## src/rtl/decode_stage_pkg.sv

```systemverilog
// rtl/decode_stage_pkg.sv - shared fetch/decode types, opcodes, field positions and decode helpers
//
// Purpose: common definitions for the fetch->decode->execute path.
//   Opcode enum (with OPCODE_MAX), instruction/address/mask types,
//   FetchToDecodeBusPacket, DecodeToExecutePacket, instruction field
//   positions, and the isBranch / changesControlFlow classifiers.
// Ports: none (package).
package decode_stage_pkg;

    localparam int MEM_ADDR_W  = 64;
    localparam int EXEC_MASK_W = 8;
    localparam int INSN_WIDTH  = 32;

    typedef logic [INSN_WIDTH-1:0]  instruction_t;
    typedef logic [MEM_ADDR_W-1:0]  memory_address_t;
    typedef logic [EXEC_MASK_W-1:0] execution_mask_t;

    typedef enum logic [7:0] {
        OP_NOP                = 8'h00,
        OP_HALT               = 8'h01,
        OP_LOAD_RESTORE_PC    = 8'h02,
        OP_JMP_ALWAYS         = 8'h10,
        OP_JMP_EQUAL          = 8'h11,
        OP_JMP_NOT_EQUAL      = 8'h12,
        OP_JMP_GREATER        = 8'h13,
        OP_JMP_GREATER_EQUAL  = 8'h14,
        OP_JMP_LOWER          = 8'h15,
        OP_JMP_LOWER_EQUAL    = 8'h16,
        OP_ADD                = 8'h21,
        OP_SUB                = 8'h22,
        OP_AND                = 8'h23,
        OP_OR                 = 8'h24,
        OP_XOR                = 8'h25,
        OP_SHL                = 8'h26,
        OP_SHR                = 8'h27,
        OP_LOAD               = 8'h30,
        OP_STORE              = 8'h31
    } opcode_e;

    // Highest defined opcode; anything above is forwarded but flagged illegal.
    localparam logic [7:0] OPCODE_MAX = 8'h31;

    // Instruction word layout.
    localparam int OPC_LSB = 0;
    localparam int RD_LSB  = 8;
    localparam int RS1_LSB = 12;
    localparam int RS2_LSB = 16;
    localparam int IMM_LSB = 16;

    typedef struct packed {
        execution_mask_t exec_mask;
        memory_address_t pc;
        instruction_t    insn;
    } FetchToDecodeBusPacket;

    typedef struct packed {
        execution_mask_t exec_mask;
        memory_address_t pc;
        logic [7:0]      opcode;
        logic [3:0]      rd;
        logic [3:0]      rs1;
        logic [3:0]      rs2;
        logic [63:0]     imm;
        logic            is_branch;
        logic            is_ctrl;
        logic            illegal;
    } DecodeToExecutePacket;

    function automatic logic isBranch(input logic [7:0] opc);
        logic r;
        case (opc)
            OP_JMP_ALWAYS,
            OP_JMP_EQUAL,
            OP_JMP_NOT_EQUAL,
            OP_JMP_GREATER,
            OP_JMP_GREATER_EQUAL,
            OP_JMP_LOWER,
            OP_JMP_LOWER_EQUAL: r = 1'b1;
            default:            r = 1'b0;
        endcase
        return r;
    endfunction

    function automatic logic changesControlFlow(input logic [7:0] opc);
        return isBranch(opc) || (opc == OP_HALT) || (opc == OP_LOAD_RESTORE_PC);
    endfunction

endpackage

```

## src/rtl/decode_fifo.sv

```systemverilog
// rtl/decode_fifo.sv - small synchronous FIFO buffering fetch packets ahead of decode
//
// Purpose: parameterised sync FIFO with extra-bit wrap pointers.
// Ports:
//   clk_i        in   clock
//   reset_i      in   synchronous active-high reset, empties the FIFO
//   clear_i      in   synchronous flush, empties the FIFO
//   push_i       in   write push_data_i (ignored when full)
//   push_data_i  in   WIDTH write data
//   pop_i        in   drop head entry (ignored when empty)
//   head_data_o  out  WIDTH entry at the read pointer
//   full_o       out  FIFO holds DEPTH entries
//   empty_o      out  FIFO holds no entries
module decode_fifo #(
    parameter int WIDTH = 8,
    parameter int DEPTH = 2
) (
    input  logic             clk_i,
    input  logic             reset_i,
    input  logic             clear_i,
    input  logic             push_i,
    input  logic [WIDTH-1:0] push_data_i,
    input  logic             pop_i,
    output logic [WIDTH-1:0] head_data_o,
    output logic             full_o,
    output logic             empty_o
);

    localparam int PTR_W = $clog2(DEPTH);

    logic [PTR_W:0]   wr_ptr_q;
    logic [PTR_W:0]   rd_ptr_q;
    logic [WIDTH-1:0] mem_q [DEPTH];

    logic do_push;
    logic do_pop;

    // The extra MSB distinguishes full from empty when the index bits match.
    assign full_o  = (wr_ptr_q[PTR_W] != rd_ptr_q[PTR_W]) &&
                     (wr_ptr_q[PTR_W-1:0] == rd_ptr_q[PTR_W-1:0]);
    assign empty_o = (wr_ptr_q == rd_ptr_q);

    assign do_push = push_i && !full_o;
    assign do_pop  = pop_i && !empty_o;

    assign head_data_o = mem_q[rd_ptr_q[PTR_W-1:0]];

    always_ff @(posedge clk_i) begin
        if (reset_i || clear_i) begin
            wr_ptr_q <= '0;
            rd_ptr_q <= '0;
        end else begin
            if (do_push) begin
                wr_ptr_q <= wr_ptr_q + {{PTR_W{1'b0}}, 1'b1};
            end
            if (do_pop) begin
                rd_ptr_q <= rd_ptr_q + {{PTR_W{1'b0}}, 1'b1};
            end
        end
    end

    // Storage needs no reset: an entry is only observed once it has been written.
    always_ff @(posedge clk_i) begin
        if (do_push) begin
            mem_q[wr_ptr_q[PTR_W-1:0]] <= push_data_i;
        end
    end

endmodule

```

## src/rtl/decode_stage.sv

```systemverilog
// rtl/decode_stage.sv - decode pipeline stage between fetch and execute
//
// Purpose: buffers fetch packets, splits/classifies instructions, registers
//   the decoded packet for execute, tracks HALT and counts stall cycles.
// Ports:
//   clk, reset                       stage clock, synchronous active-high reset
//   fetch_valid/fetch_ready          fetch handshake
//   fetch_exec_mask/pc/insn          incoming packet
//   dec_valid/dec_ready              execute handshake
//   dec_exec_mask/pc                 forwarded mask and PC
//   dec_opcode/rd/rs1/rs2/imm        instruction fields (imm sign-extended)
//   dec_is_branch/is_ctrl/illegal    classification
//   halted                           HALT has been handed to execute
//   stall_count                      saturating count of back-pressure cycles
module decode_stage
    import decode_stage_pkg::*;
#(
    parameter int ADDR_W      = MEM_ADDR_W,
    parameter int NUM_THREADS = EXEC_MASK_W,
    parameter int INSN_W      = INSN_WIDTH,
    parameter int FIFO_DEPTH  = 2
) (
    input  logic                   clk,
    input  logic                   reset,
    input  logic                   fetch_valid,
    output logic                   fetch_ready,
    input  logic [NUM_THREADS-1:0] fetch_exec_mask,
    input  logic [ADDR_W-1:0]      fetch_pc,
    input  logic [INSN_W-1:0]      fetch_insn,
    output logic                   dec_valid,
    input  logic                   dec_ready,
    output logic [NUM_THREADS-1:0] dec_exec_mask,
    output logic [ADDR_W-1:0]      dec_pc,
    output logic [7:0]             dec_opcode,
    output logic [3:0]             dec_rd,
    output logic [3:0]             dec_rs1,
    output logic [3:0]             dec_rs2,
    output logic [63:0]            dec_imm,
    output logic                   dec_is_branch,
    output logic                   dec_is_ctrl,
    output logic                   dec_illegal,
    output logic                   halted,
    output logic [31:0]            stall_count
);

    typedef enum logic [1:0] {
        ST_RUN        = 2'd0,
        ST_HALT_DRAIN = 2'd1,
        ST_HALTED     = 2'd2
    } state_e;

    state_e                state_q;
    logic                  alive_q;
    logic                  out_valid_q;
    logic                  halted_q;
    DecodeToExecutePacket  out_q;
    DecodeToExecutePacket  dec_d;
    logic [31:0]           stall_count_q;

    FetchToDecodeBusPacket push_pkt;
    FetchToDecodeBusPacket head_pkt;
    logic                  fifo_full;
    logic                  fifo_empty;
    logic                  push;
    logic                  load;
    logic                  handshake;
    logic                  fifo_clear;

    // alive_q holds fetch_ready low for the first cycle after reset releases.
    assign fetch_ready = alive_q && !fifo_full && (state_q == ST_RUN);
    assign push        = fetch_valid && fetch_ready;
    assign handshake   = out_valid_q && dec_ready;

    // Only RUN pops; in HALT_DRAIN the FIFO holds packets younger than HALT.
    assign load       = (state_q == ST_RUN) && (!out_valid_q || dec_ready) && !fifo_empty;
    assign fifo_clear = (state_q == ST_HALT_DRAIN) && handshake;

    assign push_pkt.exec_mask = fetch_exec_mask;
    assign push_pkt.pc        = fetch_pc;
    assign push_pkt.insn      = fetch_insn;

    decode_fifo #(
        .WIDTH ($bits(FetchToDecodeBusPacket)),
        .DEPTH (FIFO_DEPTH)
    ) u_fifo (
        .clk_i       (clk),
        .reset_i     (reset),
        .clear_i     (fifo_clear),
        .push_i      (push),
        .push_data_i (push_pkt),
        .pop_i       (load),
        .head_data_o (head_pkt),
        .full_o      (fifo_full),
        .empty_o     (fifo_empty)
    );

    always_comb begin
        dec_d           = '0;
        dec_d.exec_mask = head_pkt.exec_mask;
        dec_d.pc        = head_pkt.pc;
        dec_d.opcode    = head_pkt.insn[OPC_LSB +: 8];
        dec_d.rd        = head_pkt.insn[RD_LSB +: 4];
        dec_d.rs1       = head_pkt.insn[RS1_LSB +: 4];
        dec_d.rs2       = head_pkt.insn[RS2_LSB +: 4];
        dec_d.imm       = {{48{head_pkt.insn[IMM_LSB + 15]}}, head_pkt.insn[IMM_LSB +: 16]};
        dec_d.is_branch = isBranch(dec_d.opcode);
        dec_d.is_ctrl   = changesControlFlow(dec_d.opcode);
        dec_d.illegal   = (dec_d.opcode > OPCODE_MAX);
    end

    always_ff @(posedge clk) begin
        if (reset) begin
            state_q     <= ST_RUN;
            alive_q     <= 1'b0;
            out_valid_q <= 1'b0;
            out_q       <= '0;
            halted_q    <= 1'b0;
        end else begin
            alive_q <= 1'b1;
            case (state_q)
                ST_RUN: begin
                    if (load) begin
                        out_q       <= dec_d;
                        out_valid_q <= 1'b1;
                        if (dec_d.opcode == OP_HALT) begin
                            state_q <= ST_HALT_DRAIN;
                        end
                    end else if (handshake) begin
                        out_valid_q <= 1'b0;
                    end
                end
                ST_HALT_DRAIN: begin
                    if (handshake) begin
                        out_valid_q <= 1'b0;
                        halted_q    <= 1'b1;
                        state_q     <= ST_HALTED;
                    end
                end
                ST_HALTED: begin
                    out_valid_q <= 1'b0;
                    halted_q    <= 1'b1;
                end
                default: begin
                    state_q <= ST_RUN;
                end
            endcase
        end
    end

    always_ff @(posedge clk) begin
        if (reset) begin
            stall_count_q <= '0;
        end else if (out_valid_q && !dec_ready && (stall_count_q != 32'hFFFF_FFFF)) begin
            stall_count_q <= stall_count_q + 32'd1;
        end
    end

    assign dec_valid     = out_valid_q;
    assign dec_exec_mask = out_q.exec_mask;
    assign dec_pc        = out_q.pc;
    assign dec_opcode    = out_q.opcode;
    assign dec_rd        = out_q.rd;
    assign dec_rs1       = out_q.rs1;
    assign dec_rs2       = out_q.rs2;
    assign dec_imm       = out_q.imm;
    assign dec_is_branch = out_q.is_branch;
    assign dec_is_ctrl   = out_q.is_ctrl;
    assign dec_illegal   = out_q.illegal;
    assign halted        = halted_q;
    assign stall_count   = stall_count_q;

endmodule

```

## config.mk

```make
export PLATFORM = sky130hd
export DESIGN_NAME = decode_stage
export DESIGN_NICKNAME = d
export VERILOG_FILES = /design/src/rtl/decode_stage_pkg.sv /design/src/rtl/decode_fifo.sv /design/src/rtl/decode_stage.sv
export SDC_FILE = /design/constraint.sdc
export NUM_CORES = 1
export LEC_CHECK = 0
export CORE_MARGIN = 2
export CORE_UTILIZATION = 50
export DETAILED_ROUTE_END_ITERATION = 10
export PLACE_DENSITY = 0.91
export SLEW_MARGIN = 0
export SYNTH_ARGS = -nofsm -noshare
export SYNTH_HDL_FRONTEND = slang
export SYNTH_SLANG_ARGS = --single-unit
export TNS_END_PERCENT = 100
```

## constraint.sdc

```tcl
create_clock -name clk -period 8.7 [get_ports clk]
set_clock_uncertainty 0.15 [all_clocks]
set_input_delay 1.74 -clock clk [delete_from_list [all_inputs] [get_ports clk]]
set_output_delay 1.74 -clock clk [all_outputs]
set_load 0.1 [all_outputs]
```

* Word-level counts from Yosys, hierarchy flattened
Memory sizes are Yosys's and may differ from the RTL's. A register that Yosys moved wholly into a read port is not among the register bits. Cells that the tools add are included.
Storage, ports and cells: memories 1, bits in registers 152, RAM bits 208
Operators by class: bitwise gates (word level) 1, add/sub/neg operators 3, order comparisons 1, multiplexer cells 15, reduce and logical (&&, ||, !) cells 27, equality and inequality tests 18
Memory list:
- u_fifo.mem_q | depth 2, width 104, rd ports 1, clocked after Yosys merged registers in 1, write ports 1, line decode_fifo.sv:33 | logic [WIDTH-1:0] mem_q [DEPTH];
Operator list (count):
- 8-bit by 5-bit == test with 1-bit output (second input constant) | 7
- 32-bit by 1-bit adder with 32-bit output (second input constant) | 1
- 32-bit != test (second input constant) | 1
- 1-bit logical AND | 12
- 1-bit 2-to-1 mux | 9
- 8-bit by 1-bit == test with 1-bit output (second input constant) | 1
- 8-bit by 2-bit == test with 1-bit output (second input constant) | 1
- 8-bit by 6-bit greater-than comparator with 1-bit output (second input constant) | 1
- 7-bit OR reduction | 1
- 2-bit 2-to-1 mux | 3
- 2-bit one-hot mux with 3 select lines | 1
- 2-bit by 1-bit adder with 2-bit output (second input constant) | 2
- 1-bit logical NOT | 4
- 1-bit logical OR | 4
- 2-bit by 1-bit != test with 1-bit output (second input constant) | 2
- 2-bit AND reduction | 2
- 4-bit AND reduction | 1
- 1-bit one-hot mux with 3 select lines | 1
- 3-bit nonzero test | 1
- 2-bit by 1-bit == test with 1-bit output (second input constant) | 1
- 2-bit == test | 1
- 2-bit == test (second input constant) | 1
- 2-bit logical NOT | 1
- 2-bit != test (second input constant) | 1
- other kinds (5) | 5

* Depth between registers and ports, before layout
word-level depth 9, mapped depth 8, mapped depth without buffers 7

* Cells and area by module
Synthesis repeated with hierarchy kept, for this count alone.
Unflattened totals: cells, all modules 1117, area total of the unflattened synthesis 13813.2 um^2
Modules (own cells, without submodules):
- decode_fifo | instances 1, area an instance 7773.7 um^2, seq. area each 6346.1 um^2, cells each 356
- decode_stage | instances 1, area an instance 6039.5 um^2, seq. area each 2882.8 um^2, cells each 761

* Least setup slack after synthesis
Ideal clock, no wire load.
path kind register to register, start register state_q[0], end memory u_fifo.mem_q[0][0] (netlist bit), enable pin, path slack 1176 ps, arrival time 6806 ps, library setup time 568 ps, cell stages (with the launch flop) 7, data required time 7982 ps, clock period less this slack 7524 ps, path through dfxtp_1 inv_1 ha_1 nand2_1 a21oi_1 nand2_1 nor2_1
On the way: longest elaborated chain between the ends 6
Ends and longest elaborated chain:
- start: declaration | line decode_stage.sv:52 | state_e state_q;
- start signal: assignment | line decode_stage.sv:113 | state_q <= ST_RUN;
- start signal: assignment | line decode_stage.sv:126 | state_q <= ST_HALT_DRAIN;
- start signal: assignment | line decode_stage.sv:136 | state_q <= ST_HALTED;
- 2-bit logical NOT | line decode_stage.sv:70 | assign fetch_ready = alive_q && !fifo_full && (state_q == ST_RUN);
- 1-bit logical AND | line decode_stage.sv:70
- via fetch_ready | line decode_stage.sv:26 | output logic fetch_ready,
- 1-bit logical AND | line decode_stage.sv:71 | assign push = fetch_valid && fetch_ready;
- 1-bit logical AND | line decode_fifo.sv:43 | assign do_push = push_i && !full_o;
- 1-bit 2-to-1 mux | line decode_fifo.sv:64 | if (do_push) begin
- 1-bit 2-to-1 mux (not written as such) | line decode_fifo.sv:65 | mem_q[wr_ptr_q[PTR_W-1:0]] <= push_data_i;
- end: declaration | line decode_fifo.sv:33
The timed path passes the listed nets, and every way through them passes these cells.

* Worst setup path in the final report
start register state_q[1], end output port fetch_ready
On the way: longest elaborated chain between the ends 2
Ends and longest elaborated chain (line):
- 2-bit logical NOT | decode_stage.sv:70
- 1-bit logical AND | decode_stage.sv:70
- end: declaration | decode_stage.sv:26
Every way passes these cells.

==> results.txt <==
FF-to-FF setup slack: 5.53 ns
Initial Util: 0.505
Yosys reg bits: 357
Adder-Cell Fraction of Synth Area: 0.00464
worst slew pin tran: 1.08 ns
final wirelength: 29,200 um
CP Data Required Time: 6.81 ns
die width: 168 um
Post-synth ARST share: 0
TritonRoute pass-1 iters: 5
worst vdd ir: 0.305 mV
commonest non-fill, non-tap cells in the layout: 300 x clkdlybuf4s50_1, 208 x edfxtp_1, 147 x dfxtp_1
final setup vio count: 0
vias post-DR: 8,710
RSZ-0062 raised after global routing: false
Max Cap Violations: 0
sequential fraction of the synthesis area: 0.684
max-slew violations: 0
Port Buffer Count: 301
Remaining DRCs: 0
Compound-Gate Fraction of Synth Area: 0.0869
Die Ht: 168 um
post-synthesis xor/xnor area fraction: 0.0117
total grt overflow: 0
Hold Path Class: flip-flop to flip-flop
Rows: 60
ys flop type: edfxtp_1
final worst-path cycle share: 0.527
CTS clk-pin slew, worst paths: 0.06 ns
post-DR wirelength/cell: 18.1 um
Yosys cell types: 47
CTS max path bufs: 3
syn_area_per_cell: 13.4 um^2
CTS H-tree depth: 2
Fin Setup TNS: 0 ns
vias in the first global route: 8,506
gpl congestion: 0.819
clk root buf: clkbuf_16
vias per cell: 5.40
nature of the critical path endpoint: output port
Post-CTS Setup Repair Bufs: 0
Post-Place Setup Slack: 4.15 ns
CTS tree: done
clk sinks: 357
Tmin final: 4.59 ns
mux share of post-synthesis cell area: 0.0838
post_cts resized: 0
yosys warns: 0
final hold vios: 0
outcome: finished, final reports clean
utilization after layout: 0.656
layout cells sized above 1: 0.0607
Inserted Clock Buffers: 37
Area after DPL: 0.0164 mm^2
Max Clk Rate: 218 MHz
area grow syn2layout: 29.9%
IO Count: 302
post-route cell area: 0.0175 mm^2
antenna violations before repair: 5
Post-synth EDFFs: 208
CP arrival: 2.70 ns
core area: 0.0267 mm^2
Final HPWL DP: 18,500 um
PnR worst setup slack: 4.11 ns
Syn Nets: 1,116
most common cell after layout, fill and taps aside: clkdlybuf4s50_1
first-pass GRT wire length: 44,800 um
leakage power: 5.91 nW
Pwr Total: 6.86 mW
Worst-Skew Late Latency: 0.51 ns
Hold Buf Count CTS: 0
Final nets: 1,352
die area: 0.0283 mm^2
gr usage total: 0.198
crit-path max FO: 4
synthesized cell area: 0.0135 mm^2
Setup Crit Path Kind: flip-flop to output port
largest net degree at the start of global routing: 216
Starting DRT DRC Count: 679
Syn Inst Count: 1,003
Critical Path Start Type: flip-flop
post-route ant nets: 0
simple logic cell fraction of the synthesized area: 0.0777
Pwr Density: 391 mW/mm^2
largest family of logic cells by synthesized area: compound AO/OA/AOI/OAI gates
Rel. slew slack: 0.276
cell families (layout without fill, tap and decap cells):
| logic type | count (synthesis) | in the layout |
|---|---|---|
| flops | 357 | 357 |
| simple gates | 227 | 227 |
| compound gates | 164 | 164 |
| buf+inv | 120 | 385 |
| mux | 112 | 112 |
| xor+xnor | 18 | 18 |
| fa+ha+maj | 5 | 5 |
| other cells | 0 | 4 |
per-stage QoR:
| step | instances | hold slack (ns) |
|---|---|---|
| floorplan | 1003 | 0.368 |
| global placement | 1541 | 0.325 |
| detailed placement | 1541 | 0.340 |
| CTS | 1609 | 0.348 |
| global route | 1612 | 0.368 |
| finish | 1613 | 0.347 |
flip-flops by register name (all words and copies together) (netlist names), named ones only:
name	cells
alive_q	1
dec_exec_mask	8
dec_illegal	1
dec_imm	13
dec_is_branch	1
dec_is_ctrl	1
dec_opcode	8
dec_pc	64
dec_rd	4
dec_rs1	4
dec_rs2	3
dec_valid	1
halted	1
stall_count	32
state_q	2
u_fifo.mem_q	208
u_fifo.rd_ptr_q	2
u_fifo.wr_ptr_q	2
cells in the mapped netlist (2+ instances only):
library cell	instances	share of area
and2_1	3	0.0014
or4_1	2	0.0011
nor3_1	5	0.0019
nand4_1	8	0.0037
dfxtp_1	149	0.22
clkbuf_1	25	0.0070
xor2_1	3	0.0019
nor4_1	4	0.0019
nand2_1	17	0.0047
nor3b_1	2	0.0011
inv_1	10	0.0028
and4_1	8	0.0052
buf_4	55	0.031
nor2b_1	10	0.0046
mux2i_1	105	0.078
a21oi_1	22	0.0082
o21ai_0	13	0.0048
a31o_2	3	0.0019
xnor2_1	15	0.0097
and3_1	4	0.0019
ha_1	5	0.0046
buf_1	5	0.0014
nor2_1	138	0.038
a211oi_1	109	0.061
a31oi_1	3	0.0014
or3_1	9	0.0042
edfxtp_1	208	0.46
a32o_1	2	0.0015
buf_2	25	0.0093
nand3_1	13	0.0048
mux2_2	7	0.0058
path summary, 6_finish.rpt:
kind	startpoint	to	cells after the start
max	state_q[1]$_SDFFE_PP0P_	fetch_ready	5
min	dec_pc[59]$_SDFFE_PP0P_	dec_pc[59]$_SDFFE_PP0P_	2
max reg2reg	state_q[1]$_SDFFE_PP0P_	u_fifo.mem_q[0][4]$_DFFE_PP_	8
min reg2reg	dec_pc[59]$_SDFFE_PP0P_	dec_pc[59]$_SDFFE_PP0P_	2
critical path: stages (launching register included):
cell and delay [ns]:
dfxtp_1 0.34, inv_1 0.09, ha_1 0.21, nand2_1 0.07, a21oi_1 0.29, clkdlybuf4s50_1 1.20
where the power goes:
group / switching [mW] / internal (mW) / total (mW) / leakage (nW)
Clock: 0.615 / 0.876 / 1.49 / 0.568
Sequential: 0.191 / 2.05 / 2.24 / 3.13
Combinational: 2.39 / 0.735 / 3.13 / 2.21
Total: 3.20 / 3.66 / 6.86 / 5.91
routing by layer:
metal,GRT usage,vias to the layer above,routed length [um]
met5,0,-,12
li1,-,4152,-
met2,0.334,303,14500
met4,0.0720,2,723
met1,0.250,4195,11900
met3,0.0491,58,2030
final cells by class:
class	count	area, um^2
fillers	1907	9200
clock buffers	51	1050
multi-input cells	526	3590
diodes	4	10.0
inverters	10	37.5
repair buffers	307	3070
clock inverters	17	108
well taps	341	427
flip-flops and latches	357	9230
Note: power is estimated with default switching activity, not from simulation.
